**config.mk**
```make
export PLATFORM = sky130hd
export DESIGN_NAME = a2d_intf
export DESIGN_NICKNAME = d
export VERILOG_FILES = /design/src/rtl/a2d_intf.sv
export SDC_FILE = /design/constraint.sdc
export NUM_CORES = 1
export LEC_CHECK = 0
export BUFFER_PORTS_ARGS = -buffer_cell sky130_fd_sc_hd__clkbuf_2
export CORE_ASPECT_RATIO = 1.75
export CORE_UTILIZATION = 30
export DETAILED_ROUTE_END_ITERATION = 8
export GPL_TIMING_DRIVEN = 0
export PLACE_DENSITY = 0.66
export REMOVE_ABC_BUFFERS = 1
export SKIP_CTS_REPAIR_TIMING = 1
export SLEW_MARGIN = 10
export SYNTH_ARGS = -nofsm -noshare
export SYNTH_HDL_FRONTEND = slang
export SYNTH_SLANG_ARGS = --single-unit
```
**constraint.sdc**
```tcl
create_clock -name clk -period 1.3 [get_ports clk]
set_clock_uncertainty 0.1 [all_clocks]
set_input_delay 0.13 -clock clk [delete_from_list [all_inputs] [get_ports clk]]
set_output_delay 0.13 -clock clk [all_outputs]
set_load 0.01 [all_outputs]
```
**src/rtl/a2d_intf.sv**
```systemverilog
// Round-robin A2D sequencer: two SPI transactions per conversion (command, then read).
// Optional build macro A2D_LD_AVG_EN averages new lft_ld/rght_ld readings with the previous ones.
module a2d_intf (
  input  logic        clk,
  input  logic        rst,
  input  logic        nxt,
  output logic        wrt,
  output logic [15:0] cmd,
  input  logic        done,
  input  logic [15:0] rd_data,
  output logic [11:0] lft_ld,
  output logic [11:0] rght_ld,
  output logic [11:0] steer_pot,
  output logic [11:0] batt,
  output logic        cnv_cmplt
);

  typedef enum logic [1:0] {
    IDLE = 2'd0,
    CMD  = 2'd1,
    GAP  = 2'd2,
    READ = 2'd3
  } state_t;

  state_t      state_r;
  state_t      next_state_s;
  logic [1:0]  ptr_r;
  logic [2:0]  chnl_s;
  logic        start_s;
  logic        issue_rd_s;
  logic        finish_s;
  logic        wrt_r;
  logic        cnv_cmplt_r;
  logic [15:0] cmd_r;
  logic [11:0] lft_r;
  logic [11:0] rght_r;
  logic [11:0] steer_r;
  logic [11:0] batt_r;
  logic [11:0] rd_val_s;
  logic [11:0] lft_nxt_s;
  logic [11:0] rght_nxt_s;
  logic        unused_rd_hi_s;

  assign rd_val_s       = rd_data[11:0];
  assign unused_rd_hi_s = ^rd_data[15:12];

`ifdef A2D_LD_AVG_EN
  function automatic logic [11:0] avg12(input logic [11:0] old_v, input logic [11:0] new_v);
    logic [12:0] sum_v;
    sum_v = {1'b0, old_v} + {1'b0, new_v};
    return sum_v[12:1];
  endfunction

  assign lft_nxt_s  = avg12(lft_r, rd_val_s);
  assign rght_nxt_s = avg12(rght_r, rd_val_s);
`else
  assign lft_nxt_s  = rd_val_s;
  assign rght_nxt_s = rd_val_s;
`endif

  // Pointer to physical channel number
  always_comb begin
    chnl_s = 3'd0;
    case (ptr_r)
      2'd0:    chnl_s = 3'd0;
      2'd1:    chnl_s = 3'd4;
      2'd2:    chnl_s = 3'd5;
      2'd3:    chnl_s = 3'd6;
      default: chnl_s = 3'd0;
    endcase
  end

  // State register
  always_ff @(posedge clk) begin
    if (rst) begin
      state_r <= IDLE;
    end else begin
      state_r <= next_state_s;
    end
  end

  // Next-state and transfer strobes; nxt is only honoured in IDLE, done only in CMD/READ
  always_comb begin
    next_state_s = state_r;
    start_s      = 1'b0;
    issue_rd_s   = 1'b0;
    finish_s     = 1'b0;
    case (state_r)
      IDLE: begin
        if (nxt) begin
          next_state_s = CMD;
          start_s      = 1'b1;
        end else begin
          next_state_s = IDLE;
        end
      end
      CMD: begin
        if (done) begin
          next_state_s = GAP;
        end else begin
          next_state_s = CMD;
        end
      end
      GAP: begin
        next_state_s = READ;
        issue_rd_s   = 1'b1;
      end
      READ: begin
        if (done) begin
          next_state_s = IDLE;
          finish_s     = 1'b1;
        end else begin
          next_state_s = READ;
        end
      end
      default: begin
        next_state_s = IDLE;
      end
    endcase
  end

  // Registered SPI strobes, command word, completion pulse and channel pointer
  always_ff @(posedge clk) begin
    if (rst) begin
      wrt_r       <= 1'b0;
      cnv_cmplt_r <= 1'b0;
      cmd_r       <= 16'h0000;
      ptr_r       <= 2'd0;
    end else begin
      wrt_r       <= start_s | issue_rd_s;
      cnv_cmplt_r <= finish_s;
      if (start_s) begin
        cmd_r <= {2'b00, chnl_s, 11'h000};
      end
      if (finish_s) begin
        ptr_r <= ptr_r + 2'd1;
      end
    end
  end

  // Reading registers: only the addressed one updates on completion
  always_ff @(posedge clk) begin
    if (rst) begin
      lft_r   <= 12'h000;
      rght_r  <= 12'h000;
      steer_r <= 12'h000;
      batt_r  <= 12'h000;
    end else if (finish_s) begin
      case (ptr_r)
        2'd0:    lft_r   <= lft_nxt_s;
        2'd1:    rght_r  <= rght_nxt_s;
        2'd2:    steer_r <= rd_val_s;
        2'd3:    batt_r  <= rd_val_s;
        default: lft_r   <= lft_r;
      endcase
    end
  end

  assign wrt       = wrt_r;
  assign cnv_cmplt = cnv_cmplt_r;
  assign cmd       = cmd_r;
  assign lft_ld    = lft_r;
  assign rght_ld   = rght_r;
  assign steer_pot = steer_r;
  assign batt      = batt_r;

endmodule

```
==> impl.org <==
** Synth
- After Yosys synthesis, XOR and XNOR cells account for 0% of the synthesized area.
- Synth Register Bits :: 57
- By area, the combinational part of the netlist is dominated by simple AND/OR/NAND/NOR gates.
- Top-count cell post-synth :: nand2b_1
- After Yosys synthesis, full adders, half adders and majority gates account for around 2.5% of the synthesized area.
- By area the synthesized netlist is led by dfxtp_1 (46%), mux2i_1 (20%), nand2b_1 (16%).
- Dividing the synthesized area by the synthesized cell count gives roughly 11 sq um.
- Async S/R FF share, synth :: 0%
- dfxtp_1 takes more of the synthesized area than any other cell.
- Top cell type's share of synthesized area :: about 46%
- Synthesis produced a netlist whose cell count is around 230.
- Mapped cell area :: 2510 sq um
- After synthesis, the most frequently instantiated cells are nand2b_1 (66), dfxtp_1 (57), mux2i_1 (51), buf_4 (18), clkbuf_1 (6).
- Measured against the total synthesized area, the mux share comes to roughly a fifth.
- Simple-Gate Fraction of Synth Area :: between 20% and 30%
- In this run, synthesis inferred 0 flip-flops with an integrated enable.
- The share of the Yosys chip area taken by registers is between 40% and 50%.
- In this run, distinct cell masters in the synthesized netlist total 24.
- Summing the areas of all compound-gate instances in the mapped netlist gives less than 1% of the synthesized area.
- The Yosys step of the flow raised 0 warnings.
- Leading register cell type out of synthesis :: dfxtp_1

** Global routing
- For met3 alone, demand over resource in global routing was around 3.3%.
- Across every metal layer, demand over resource in global routing totals approximately an eighth.
- The initial antenna violation count is 0.
- Largest net degree at the start of global routing :: 76
- The via count of the first global-routing pass came to 1644.
- The first global-routing pass estimated between 8 and 9 mm of wire.
- Met1 GRT Util :: 13.5%
- Busiest layer in global routing :: met2
- Summed over all layers, the global routing overflow is 0.
- In the global route stage, met2 resource usage came out at roughly a fifth.

** Die
- Floorplan die area :: approximately 8700 sq um
- The initial utilization of the core area, before any placement, comes to 31.3%.
- Floorplan die width :: ~71 um
- In this run the standard cell core region covers approximately 8000 sq um.
- The die is about 120 um tall.
- Floorplan row count :: 43
- For this design the top-level I/O count stands at 86.

** Setup path
- STA classifies the critical path endpoint as a flip-flop.
- Measured in cells, the most critical reg-to-reg path has a length of 5.
- Worst EP arrival :: roughly 1.5 ns
- For the worst setup path, the data required time is 1.40 ns.
- Of all nets on the critical path, the largest fanout is 6.
- FF-to-FF Start :: ptr_r[1]
- STA classifies the critical path startpoint as a flip-flop.
- In this run the critical register-to-register path is captured at rght_ld[11].
- Reg2reg setup slack :: -0.11 ns
- The critical path is of the reg2reg type.

** Final layout
- The area growth from synthesis to layout is 31.4%.
- Of the cells placed in the final design, the portion with a size suffix greater than 1 is 34.6%.
- The net count of the finished layout is between 300 and 400.
- 0 antenna diodes ended up in the layout.
- Fill count :: around 800
- The finished layout holds about 400 standard cells, fillers aside.

** STA
- Setup repair after global routing could not meet its margin everywhere.
- Setup violations remaining at the end of the flow were counted as 34.
- Based on the critical path, the design can be clocked at up to around 0.7 GHz.
- The number of max-slew violations in the final report was 0.
- Worst-margin pin slew :: 0.586 ns
- Min Clock Period, post-route :: ~1.4 ns
- The hold violation total from the final report is 0.
- In the post-route analysis, the smallest setup slack over all paths is -0.112 ns.
- Period utilization :: 109%
- Slew headroom :: between 60 and 70%

** Route
- Overall routed net length :: 5.64 mm
- Total via count after detailed routing :: 1814
- The first routing iteration left between 100 and 150 violations.
- # DRC :: 5
- Number of nets with antenna violations after routing :: 0
- Total iterations of the first detailed-routing run :: 8
- Via/cell ratio :: around 4.5
- After detailed routing, the average wire length per cell comes to approximately 14 um.

** Power
- Switching Fraction :: 21.4%
- In this run the power spent charging and discharging nets is 878 uW.
- Cell-internal power :: roughly 3200 uW
- Across the VDD grid, the largest voltage drop is between 0.0006 and 0.0007 V.
- The design draws about 4100 uW.
- Relative contribution of combinational cells to total power :: 4.5%
- In this run, flip-flops and latches consume ~44% of the power.
- In this run the static leakage power is between 0.0015 and 0.002 uW.
- In this run, the clock network consumes ~52% of the power.
- Ratio of total power to cell area :: about 1200 nW/um^2

** Run status
- The final reports fail on DRC, setup timing.
- Run status :: complete, but fails checks

** CTS
- CTS H-tree lvls :: 3
- Clock sinks :: 57
- Clk Latency, worst-skew pair :: 0.32 ns
- After clock tree synthesis, the clock-pin slew on the worst setup and hold paths is roughly 0.05 ns.
- No sink is reached through more buffers than the 2 on the longest clock path.
- TritonCTS built the clock tree.
- CTS placed an instance of clkbuf_16 at the clock tree root.
- TritonCTS buffer count :: 9

** Placement
- Weighted congestion at the end of routability-driven global placement :: ~0.74
- After detailed placement, the design holds a cell count of 374.
- Detailed placement finished with a half-perimeter wire length of ~3.4 mm.
- Port bufs :: about 70

** Min path
- The worst hold path passes through 3 cells.
- Hold path start :: nxt
- The min-delay analysis places its worst path in the category in2reg.
- The path with the worst hold slack has its endpoint at wrt.

** Job
- Maxcap violations :: 0
[state kept, by name, summed over array words and instances, names as in the netlist]
signal     cells
ptr_r          2
cmd            3
lft_ld        12
state_r        2
rght_ld       12
wrt            1
batt          12
steer_pot     12
cnv_cmplt      1
[layout by cell type (no fill, tap or decap), drive strengths merged, types with 2 or more instances in the layout]
cell type | synthesis | routed
conb | 1 | 13
nor2 | 3 | 3
nand2b | 66 | 66
clkinv | 0 | 3
and4 | 2 | 3
mux2 | 2 | 2
dfxtp | 57 | 57
clkbuf | 6 | 83
nand4 | 4 | 4
inv | 2 | 2
buf | 22 | 6
nor2b | 3 | 3
ha | 5 | 5
mux2i | 51 | 51
[stage by stage]
step	hold WS [ns]	instance area (sq um)	TNS, ns	util (%)	setup WS (ns)
global placement	0.342	2820	-26.01	35.1	-0.831
global route	0.0285	3290	-4.15	41.1	-0.150
finish	0.00922	3290	-1.80	41.1	-0.112
floorplan	0.0991	2360	-7.72	-	-0.343
detailed placement	0.336	2820	-27.49	35.1	-0.917
CTS	0.00170	3090	-25.15	38.6	-0.976
[cells by family after synthesis]
kind of cell               Yosys count
buffers and inverters               30
AOI/OAI and AO/OA                    3
adders and majority gates            5
DFF                                 57
other                                1
muxes                               53
and+or+nand+nor                     83
[layout make-up]
type,count,area (sq um),share of cell area (%)
sequential,57,1160,35.1
clock buffer,13,260,7.90
tap,90,113,3.42
timing repair buffer,76,470,14.3
clock inverter,3,15.0,0.456
multi-input combinational,158,1270,38.5
inverter,2,12.5,0.380
[layer usage]
layer  vias up  routed length [um]
met2        62                2930
met3        13                 227
li1        890                   -
met1       849                2280
met4         0                 206
met5         -                   0
[worst max-delay path, cell delays in order (launching register included)]
cell       delay [ns]
dfxtp_4          0.36
inv_4            0.07
ha_4             0.11
nand4_1          0.25
clkbuf_16        0.28
mux2i_1          0.11
[power by group through the flow]
stage / Combinational, uW / Clock, uW / Sequential, uW
global route: 205 / 2260 / 1790
global placement: 176 / 0 / 1820
floorplan: 103 / 0 / 1820
detailed placement: 178 / 0 / 1820
CTS: 179 / 2190 / 1790
finish: 184 / 2130 / 1790
[worst max path at each step]
stage | from | end | depth (start not counted) | slack (ns)
floorplan | state_r[0] | rght_ld[0] | 2 | -0.34
global placement | state_r[0] | rght_ld[3] | 2 | -0.83
global route | ptr_r[1] | rght_ld[7] | 5 | -0.15
finish | ptr_r[1] | rght_ld[11] | 5 | -0.11
CTS | state_r[0] | rght_ld[1] | 2 | -0.98
detailed placement | state_r[0] | rght_ld[1] | 2 | -0.92
No activity file was read; power rests on OpenSTA's default activity.
